`src/rtl/ctrl_modo_libre.sv`:
```
// Scheduler in front of the free-mode typing FSM: filters and queues key codes,
// then hands them to the FSM one at a time over a valid/ready handshake.
module ctrl_modo_libre #(
  parameter int unsigned ANCHO           = 8,
  parameter int unsigned PROF            = 4,
  parameter int unsigned CICLOS_ARRANQUE = 2
) (
  input  logic             clk,
  input  logic             reset,
  input  logic             inicio,
  input  logic             fin,
  input  logic [ANCHO-1:0] tecla,
  input  logic             tecla_valida,
  input  logic             fsm_listo,
  output logic             fsm_inicio,
  output logic [ANCHO-1:0] fsm_entrada,
  output logic             fsm_valido,
  output logic             ocupado,
  output logic             lleno,
  output logic [7:0]       descartes
);

  localparam int unsigned PW = (PROF > 1) ? $clog2(PROF) : 1;
  localparam int unsigned CW = PW + 1;
  localparam int unsigned AW = (CICLOS_ARRANQUE > 1) ? $clog2(CICLOS_ARRANQUE) : 1;

  typedef enum logic [1:0] {
    REPOSO   = 2'd0,
    ARRANQUE = 2'd1,
    ESPERA   = 2'd2,
    ENVIO    = 2'd3
  } estado_t;

  estado_t          estado_q, estado_d;
  logic [ANCHO-1:0] mem_q [PROF];
  logic [PW-1:0]    wr_q, wr_d, rd_q, rd_d;
  logic [CW-1:0]    cnt_q, cnt_d;
  logic [AW-1:0]    arr_q, arr_d;
  logic             fin_pend_q, fin_pend_d;
  logic [7:0]       desc_q, desc_d;
  logic             inicio_q, inicio_d;
  logic             valido_q, valido_d;
  logic [ANCHO-1:0] entrada_q, entrada_d;
  logic             ocupado_q, ocupado_d;
  logic             lleno_q, lleno_d;

  logic activo, tecla_ok, lleno_ahora, pop, push, drop;

  // Next-state, FIFO bookkeeping and registered-output decode
  always_comb begin
    estado_d   = estado_q;
    wr_d       = wr_q;
    rd_d       = rd_q;
    cnt_d      = cnt_q;
    arr_d      = arr_q;
    fin_pend_d = fin_pend_q;
    desc_d     = desc_q;

    activo      = (estado_q != REPOSO);
    tecla_ok    = (tecla >= ANCHO'(8'h20)) && (tecla <= ANCHO'(8'h7E));
    lleno_ahora = (cnt_q == CW'(PROF));
    pop         = valido_q & fsm_listo;
    push        = activo & tecla_valida & tecla_ok & (~lleno_ahora | pop);
    drop        = activo & tecla_valida & (~tecla_ok | (lleno_ahora & ~pop));

    if (push) wr_d = wr_q + PW'(1);
    if (pop)  rd_d = rd_q + PW'(1);
    if (push && !pop)      cnt_d = cnt_q + CW'(1);
    else if (pop && !push) cnt_d = cnt_q - CW'(1);

    if (drop && (desc_q != 8'hFF)) desc_d = desc_q + 8'd1;
    if (fin && (estado_q == ESPERA || estado_q == ENVIO)) fin_pend_d = 1'b1;

    case (estado_q)
      REPOSO: begin
        if (inicio) begin
          estado_d   = ARRANQUE;
          arr_d      = '0;
          wr_d       = '0;
          rd_d       = '0;
          cnt_d      = '0;
          desc_d     = '0;
          fin_pend_d = 1'b0;
        end
      end
      ARRANQUE: begin
        if (arr_q == AW'(CICLOS_ARRANQUE - 1)) estado_d = ESPERA;
        else                                   arr_d    = arr_q + AW'(1);
      end
      ESPERA: begin
        if (cnt_q != '0) begin
          estado_d = ENVIO;
        end else if (fin_pend_q) begin
          estado_d   = REPOSO;
          fin_pend_d = 1'b0;
        end
      end
      ENVIO: begin
        if (pop) estado_d = ESPERA;
      end
      default: estado_d = REPOSO;
    endcase

    // Head cannot move while entering or holding ENVIO, so rd_q addresses it
    inicio_d  = (estado_d == ARRANQUE);
    valido_d  = (estado_d == ENVIO);
    entrada_d = valido_d ? mem_q[rd_q] : '0;
    ocupado_d = (estado_d != REPOSO);
    lleno_d   = (cnt_d == CW'(PROF));
  end

  always_ff @(posedge clk or negedge reset) begin
    if (!reset) begin
      estado_q   <= REPOSO;
      wr_q       <= '0;
      rd_q       <= '0;
      cnt_q      <= '0;
      arr_q      <= '0;
      fin_pend_q <= 1'b0;
      desc_q     <= '0;
      inicio_q   <= 1'b0;
      valido_q   <= 1'b0;
      entrada_q  <= '0;
      ocupado_q  <= 1'b0;
      lleno_q    <= 1'b0;
    end else begin
      estado_q   <= estado_d;
      wr_q       <= wr_d;
      rd_q       <= rd_d;
      cnt_q      <= cnt_d;
      arr_q      <= arr_d;
      fin_pend_q <= fin_pend_d;
      desc_q     <= desc_d;
      inicio_q   <= inicio_d;
      valido_q   <= valido_d;
      entrada_q  <= entrada_d;
      ocupado_q  <= ocupado_d;
      lleno_q    <= lleno_d;
    end
  end

  // FIFO storage
  always_ff @(posedge clk or negedge reset) begin
    if (!reset) begin
      for (int i = 0; i < PROF; i++) mem_q[i] <= '0;
    end else if (push) begin
      mem_q[wr_q] <= tecla;
    end
  end

  assign fsm_inicio  = inicio_q;
  assign fsm_valido  = valido_q;
  assign fsm_entrada = entrada_q;
  assign ocupado     = ocupado_q;
  assign lleno       = lleno_q;
  assign descartes   = desc_q;

endmodule

```
`config.mk`:
```
export PLATFORM = sky130hd
export DESIGN_NAME = ctrl_modo_libre
export DESIGN_NICKNAME = d
export VERILOG_FILES = /design/src/rtl/ctrl_modo_libre.sv
export SDC_FILE = /design/constraint.sdc
export NUM_CORES = 1
export LEC_CHECK = 0
export ABC_AREA = 0
export CAP_MARGIN = 25
export CORE_MARGIN = 2
export CORE_UTILIZATION = 55
export DETAILED_ROUTE_END_ITERATION = 7
export GPL_ROUTABILITY_DRIVEN = 0
export GPL_TIMING_DRIVEN = 0
export PLACE_DENSITY = 0.79
export SYNTH_ARGS = -nofsm -noshare
export SYNTH_HDL_FRONTEND = slang
export SYNTH_SLANG_ARGS = --single-unit
```
`constraint.sdc`:
```
create_clock -name clk -period 2.9 [get_ports clk]
set_clock_uncertainty 0.2 [all_clocks]
set_input_delay 0.87 -clock clk [delete_from_list [all_inputs] [get_ports clk]]
set_output_delay 0.87 -clock clk [all_outputs]
set_load 0.02 [all_outputs]
```
==> flow_metrics.env, run 1 <==
export IMPL_p_sw_mw=1.20
export IMPL_area_growth_pct=26.7
export IMPL_fin_crit_sh_pct=98.5
export IMPL_p_leak_nw=1.61
export IMPL_synth_cell_types=34
export IMPL_max_slew_margin_pct=36.6
export IMPL_first_global_vias=1856
export IMPL_path_class="primary input to flop"
export IMPL_synth_top_cell_by_area="dfrtp_1"
export IMPL_die_x_um=75.8
export IMPL_reg2reg_depth=7
export IMPL_layout_drive_gt1_share_pct=25.2
export IMPL_pre_cts_ws_ps=-443
export IMPL_fin_crit_ps=2860
export IMPL_ys_ff_latch=63
export IMPL_synth_xor_area_share_pct=2.47
export IMPL_holdBufCountCts=0
export IMPL_gr_total_overflow=0
export IMPL_required_ps=2900
export IMPL_start_util_pct=56.3
export IMPL_synth_top_cell_area_share_pct=55.5
export IMPL_crit_slowest_cell="clkdlybuf4s50_1"
export IMPL_place_hpwl_um=3780
export IMPL_reg2reg_slack_ps=450
export IMPL_synth_simple_gate_area_share_pct=12.0
export IMPL_clock_latency_ps=340
export IMPL_fin_ws_ps=44.8
export IMPL_p_int_mw=2.51
export IMPL_r2r_end="lleno$_DFF_PN0_"
export IMPL_num_vias=1860
export IMPL_cts_tree="done"
export IMPL_grt_usage_pct=22.0
export IMPL_first_pass_iters=5
export IMPL_wl_per_cell_um=16.1
export IMPL_synthMuxAreaShare_pct=19.6
export IMPL_synth_nets=246
export IMPL_numCtsBuffers=9
export IMPL_worst_pin_slew_ps=949
export IMPL_grt_pass1_wl_um=8940
export IMPL_worstPathCellList="clkdlybuf4s50_1 -> nand2_2 -> a311o_2 -> o31ai_1 -> a211oi_1 -> nor3_1 -> nor4_2"
export IMPL_vias_per_cell=5.34
export IMPL_cts_root_buf="clkbuf_8"
export IMPL_htreeDepth=3
export IMPL_worstHoldPathType="primary input to async pin"
export IMPL_rows=26
export IMPL_synth_compound_area_share_pct=3.66
export IMPL_wl_um=5590
export IMPL_drc_errors=0
export IMPL_clock_path_buffers=2
export IMPL_clock_sinks=63
export IMPL_rsz0062_at_grt="no"
export IMPL_antennaDiodeCount=0
export IMPL_status="completed"
export IMPL_yosys_warnings=0
export IMPL_worstPathArrival_ps=2860
export IMPL_vdd_drop_max_mv=0.628
export IMPL_ys_seq_area_share_pct=55.5
export IMPL_dieHeight_um=75.8
export IMPL_io_pins=34
export IMPL_p_sw_share_pct=32.3
export IMPL_maxCapViolations=0
export IMPL_netlist_area_sq_um=2840
export IMPL_final_antenna_net_count=0
export IMPL_coreArea_sq_um=5040
export IMPL_synthAdderAreaFrac_pct=3.53
export IMPL_nFillCells=343
export IMPL_seq_power_share_pct=39.4
export IMPL_drtIter0Drc=59
export IMPL_syn_area_per_cell_sq_um=12.7
export IMPL_clock_fmax_ghz=0.350
export IMPL_r2r_start="cnt_q[1]$_DFF_PN0_"
export IMPL_numPortBuffers=33
export IMPL_post_route_util_pct=71.3
export IMPL_crit_path_max_fanout=4
export IMPL_final_nets=295
export IMPL_die_area_sq_um=5750
export IMPL_comb_power_share_pct=37.8
export IMPL_grt_antenna_before_repair=0
export IMPL_postSynthCellCount=224
export IMPL_synthTopCellsByArea="dfrtp_1 56%, mux2_2 11%, mux4_2 6.3%, ha_1 3.5%, nor2b_1 2.6%"
export IMPL_clk_transition_reported_paths_ps=60
export IMPL_clkPwrFrac_pct=22.8
export IMPL_cp_slowest_stage_delay_ps=500
export IMPL_critPathCaptureType="flop"
export IMPL_synth_top_family_by_area="multiplexers"
export IMPL_start_kind="primary input"
export IMPL_grt_max_degree=26
export IMPL_finalSetupViolCount=0
export IMPL_p_per_area_nw_per_um2=1030
export IMPL_slew_violations=0
export IMPL_hold_viol_final=0
==> power by group through the flow <==
stage | registers (mW) | clock network [mW] | logic, mW
6_report | 1.46 | 0.846 | 1.40
5_1_grt | 1.50 | 0.899 | 1.54
4_1_cts | 1.45 | 0.862 | 1.38
3_5_place_dp | 1.46 | 0 | 1.36
3_3_place_gp | 1.44 | 0 | 1.29
2_1_floorplan | 1.51 | 0 | 0.845
==> registers in the layout, indices dropped and copies added, names as in the netlist, 2 cells and up <==
name,flops
mem_q,32
descartes,8
fsm_entrada,8
cnt_q,3
estado_q,2
rd_q,2
wr_q,2
==> worst max path at each step <==
stage,start,to,slack (ps),cells past startpoint
after floorplan,fsm_listo,mem_q[0]$_DFFE_PN0P_,290,6
after global placement,reset,cnt_q[2]$_DFF_PN0_,-1180,1
after detailed placement,tecla[5],mem_q[5]$_DFFE_PN0P_,-440,7
after CTS,tecla[5],mem_q[3]$_DFFE_PN0P_,70,7
after global routing,fsm_listo,mem_q[3]$_DFFE_PN0P_,0.8,8
final,fsm_listo,lleno$_DFF_PN0_,40,7
==> worst max-delay path: cells and delay by family <==
kind                   cells  cell delay (ps)
buffers and inverters      1              500
AO/OA/AOI/OAI              3              930
AND/OR/NAND/NOR            3              560
==> cell type report <==
cell class	count	area (sq um)	area share (%)
buffer	9	57.6	1.60
clock buffer	13	159	4.42
clock inverter	3	65.1	1.81
inverter	11	41.3	1.15
multi-input combinational	141	1210	33.5
sequential	63	1580	43.8
tap	70	87.6	2.43
timing repair buffer	38	404	11.2
==> layer usage <==
layer  GRT usage [%]  share of wire [%]  vias to the layer above
li1                -                  -                      871
met1            29.1                 45                      947
met2            32.4                 49                       35
met3            9.79                4.4                        7
met4            8.19                1.6                        0
met5               0                  0                        -
==> synth_stat cells, drive strengths merged <==
cell type	count
a211oi	2
a21oi	3
a311o	1
and2	5
and3	1
buf	5
clkbuf	4
dfrtp	63
ha	8
inv	11
mux2	28
mux2i	6
mux4	8
nand2	17
nand3	3
nand4	2
nor2	17
nor2b	12
nor3	3
nor4	3
nor4b	1
o211a	1
o21ai	6
o21bai	1
o311ai	1
o31ai	1
or2	1
or3	1
or4	1
xnor2	7
xor2	1
==> what timing repair did <==
item	4_1_cts	5_1_grt
setup buffers	2	1
gates resized for setup	0	11
pin swaps	1	3
endpoints found under the setup margin	28	21
==> kinds of logic after synthesis <==
kind of cell / Yosys count
fa+ha+maj: 8
flops: 63
xor+xnor: 8
compound gates: 16
mux: 42
simple gates: 67
buf+inv: 20
==> stage by stage <==
stage	instance area (sq um)	TNS, ps	hold slack (ps)	cells	power, mW
6_report	3600	0	245	348	3.71
5_1_grt	3600	0	254	348	3.94
4_1_cts	3550	0	242	347	3.69
3_5_place_dp	3310	-14460	280	329	2.83
3_3_place_gp	3260	-87560	277	327	2.73
2_1_floorplan	2840	0	259	224	2.36
==> cells in the final DEF (no fill, tap or decap), drive strengths merged, types with 3 or more instances in the layout <==
master          n
dfrtp          63
buf            11
inv            11
nand2          17
and2            5
mux2           28
clkdlybuf4s50  30
xnor2           7
clkbuf         17
ha              8
a21oi           3
nor3            3
nor4            3
nand3           3
o21ai           6
nor2b          12
mux2i           6
mux4            8
nor2           17
No activity file was read; power rests on OpenSTA's default activity.
==> run 2: changes to the inputs <==
- GPL_TIMING_DRIVEN: 0 -> not set
==> run 2 against run 1 <==
  * Utilization shrank 0.52 points
  * Total power shrank 5.8%
  * Sequential power grew 4%
  * Cell area shrank 0.73%
  * Clock power shrank 21%
  * Flip-flop and latch count is the same
  * Global-route usage shrank 0.97 points
==> flow_metrics.env, run 2 (synthesis gave the netlist of run 1 again) <==
export IMPL_first_pass_iters=4
export IMPL_vdd_drop_max_mv=0.505
export IMPL_cts_setup_buffers=0
export IMPL_cp_slowest_stage_delay_ps=470
export IMPL_reg2reg_depth=7
export IMPL_critPathCaptureType="flop"
export IMPL_whs_ps=302
export IMPL_grt_max_degree=64
export IMPL_wl_um=5340
export IMPL_largest_register_ffs=32
export IMPL_die_x_um=75.8
export IMPL_r2r_end="mem_q[21]$_DFFE_PN0P_"
export IMPL_die_area_sq_um=5750
export IMPL_required_ps=2920
export IMPL_status="completed"
export IMPL_rows=26
export IMPL_drtIter0Drc=116
export IMPL_path_class="primary input to flop"
export IMPL_final_common_cell="dfrtp_1"
export IMPL_finalSetupViolCount=0
export IMPL_dieHeight_um=75.8
export IMPL_cts_resized=0
export IMPL_worst_pin_slew_ps=619
export IMPL_drc_errors=0
export IMPL_cts_root_buf="clkbuf_8"
export IMPL_clock_path_buffers=2
export IMPL_hold_viol_final=0
export IMPL_critPathCapture="mem_q[21]$_DFFE_PN0P_"
export IMPL_p_sw_share_pct=33.1
export IMPL_reg2reg_slack_ps=590
export IMPL_worstPathArrival_ps=2780
export IMPL_htreeDepth=3
export IMPL_place_hpwl_um=3830
export IMPL_layout_drive_gt1_share_pct=25.4
export IMPL_r2r_start="cnt_q[1]$_DFF_PN0_"
export IMPL_clock_sinks=63
export IMPL_gr_total_overflow=0
export IMPL_antennaDiodeCount=0
export IMPL_nFillCells=352
export IMPL_numCtsBuffers=9
export IMPL_clkPwrFrac_pct=19.2
export IMPL_comb_power_share_pct=37.2
export IMPL_post_route_util_pct=70.8
export IMPL_final_cells=353
export IMPL_slew_violations=0
export IMPL_first_global_vias=1752
export IMPL_p_per_area_nw_per_um2=978
export IMPL_p_int_mw=2.33
export IMPL_crit_start="fsm_listo"
export IMPL_clock_fmax_ghz=0.362
export IMPL_coreArea_sq_um=5040
export IMPL_vias_per_cell=5.17
export IMPL_final_cell_mix="63 x dfrtp_1, 32 x clkdlybuf4s50_1, 28 x mux2_2"
export IMPL_seq_power_share_pct=43.6
export IMPL_crit_slowest_cell="clkdlybuf4s50_1"
export IMPL_fin_crit_sh_pct=95.2
export IMPL_crit_path_max_fanout=8
export IMPL_holdBufCountCts=0
export IMPL_wl_per_cell_um=15.1
export IMPL_p_sw_mw=1.16
export IMPL_clk_transition_reported_paths_ps=70
export IMPL_start_kind="primary input"
export IMPL_worstPathCellList="clkdlybuf4s50_1 -> nand2_1 -> a311o_1 -> nor3_4 -> and2_1 -> buf_12 -> mux2_2"
export IMPL_final_antenna_net_count=0
export IMPL_start_util_pct=56.3
export IMPL_io_pins=34
export IMPL_max_slew_margin_pct=58.7
export IMPL_num_vias=1826
export IMPL_area_growth_pct=25.8
export IMPL_place_inst=337
export IMPL_numPortBuffers=33
export IMPL_worstHoldPathType="flop to flop"
export IMPL_maxCapViolations=0
export IMPL_cts_tree="done"
export IMPL_p_leak_nw=1.60
export IMPL_top_register="mem_q"
export IMPL_final_nets=300
export IMPL_grt_usage_pct=21.1
export IMPL_grt_antenna_before_repair=0
export IMPL_grt_pass1_wl_um=8630
export IMPL_rsz0062_at_grt="no"
export IMPL_setup_tns_ps=0
export IMPL_fin_crit_ps=2760
export IMPL_clock_latency_ps=330
-- run 2: stage by stage --
step | worst slack (ps) | power [mW] | area (sq um)
after CTS | 129 | 3.53 | 3570
final | 138 | 3.49 | 3570
after floorplan | 293 | 2.36 | 2840
after global routing | 3.37 | 3.72 | 3570
after detailed placement | -213 | 2.85 | 3390
after global placement | -162 | 2.78 | 3390
-- run 2: final cells by class --
cell class | instances | area, sq um | share of cell area (%)
Inverter | 11 | 41.3 | 1.16
Tap cell | 70 | 87.6 | 2.45
Clock buffer | 13 | 159 | 4.45
Clock inverter | 3 | 17.5 | 0.491
Sequential cell | 63 | 1580 | 44.1
Multi-Input combinational cell | 141 | 1170 | 32.8
Timing Repair Buffer | 52 | 518 | 14.5
-- run 2: how the worst min path moves through the flow --
| stage | start | endpoint | slack, ps | cells past startpoint |
|---|---|---|---|---|
| after detailed placement | mem_q[25]$_DFFE_PN0P_ | mem_q[25]$_DFFE_PN0P_ | 290 | 1 |
| after global routing | mem_q[9]$_DFFE_PN0P_ | mem_q[9]$_DFFE_PN0P_ | 320 | 1 |
| after global placement | mem_q[31]$_DFFE_PN0P_ | mem_q[31]$_DFFE_PN0P_ | 280 | 1 |
| after CTS | mem_q[9]$_DFFE_PN0P_ | mem_q[9]$_DFFE_PN0P_ | 310 | 1 |
| after floorplan | mem_q[15]$_DFFE_PN0P_ | mem_q[15]$_DFFE_PN0P_ | 260 | 1 |
| final | mem_q[9]$_DFFE_PN0P_ | mem_q[9]$_DFFE_PN0P_ | 300 | 1 |
-- run 2: worst max-delay path: cells and delay by family --
kind | cells | cell delay [ps]
AOI/OAI and AO/OA | 1 | 410
buffers and inverters | 2 | 610
muxes | 1 | 340
and+or+nand+nor | 3 | 560
-- run 2: power groups by stage --
stage | registers (mW) | clock network (mW) | logic (mW)
after floorplan | 1.51 | 0 | 0.845
after global placement | 1.52 | 0 | 1.25
after detailed placement | 1.54 | 0 | 1.31
after CTS | 1.53 | 0.682 | 1.31
after global routing | 1.59 | 0.719 | 1.41
final | 1.52 | 0.671 | 1.30
-- run 2: layer usage --
layer  share of wire [%]  track usage [%]  routed length, um  vias to the layer above
met5                   0                0                  0                        -
met4                 1.1             8.77                 58                        0
met3                 3.9             4.76                208                        6
met2                  49             32.6               2600                       35
met1                  46             28.9               2470                      902
li1                    -                -                  -                      883
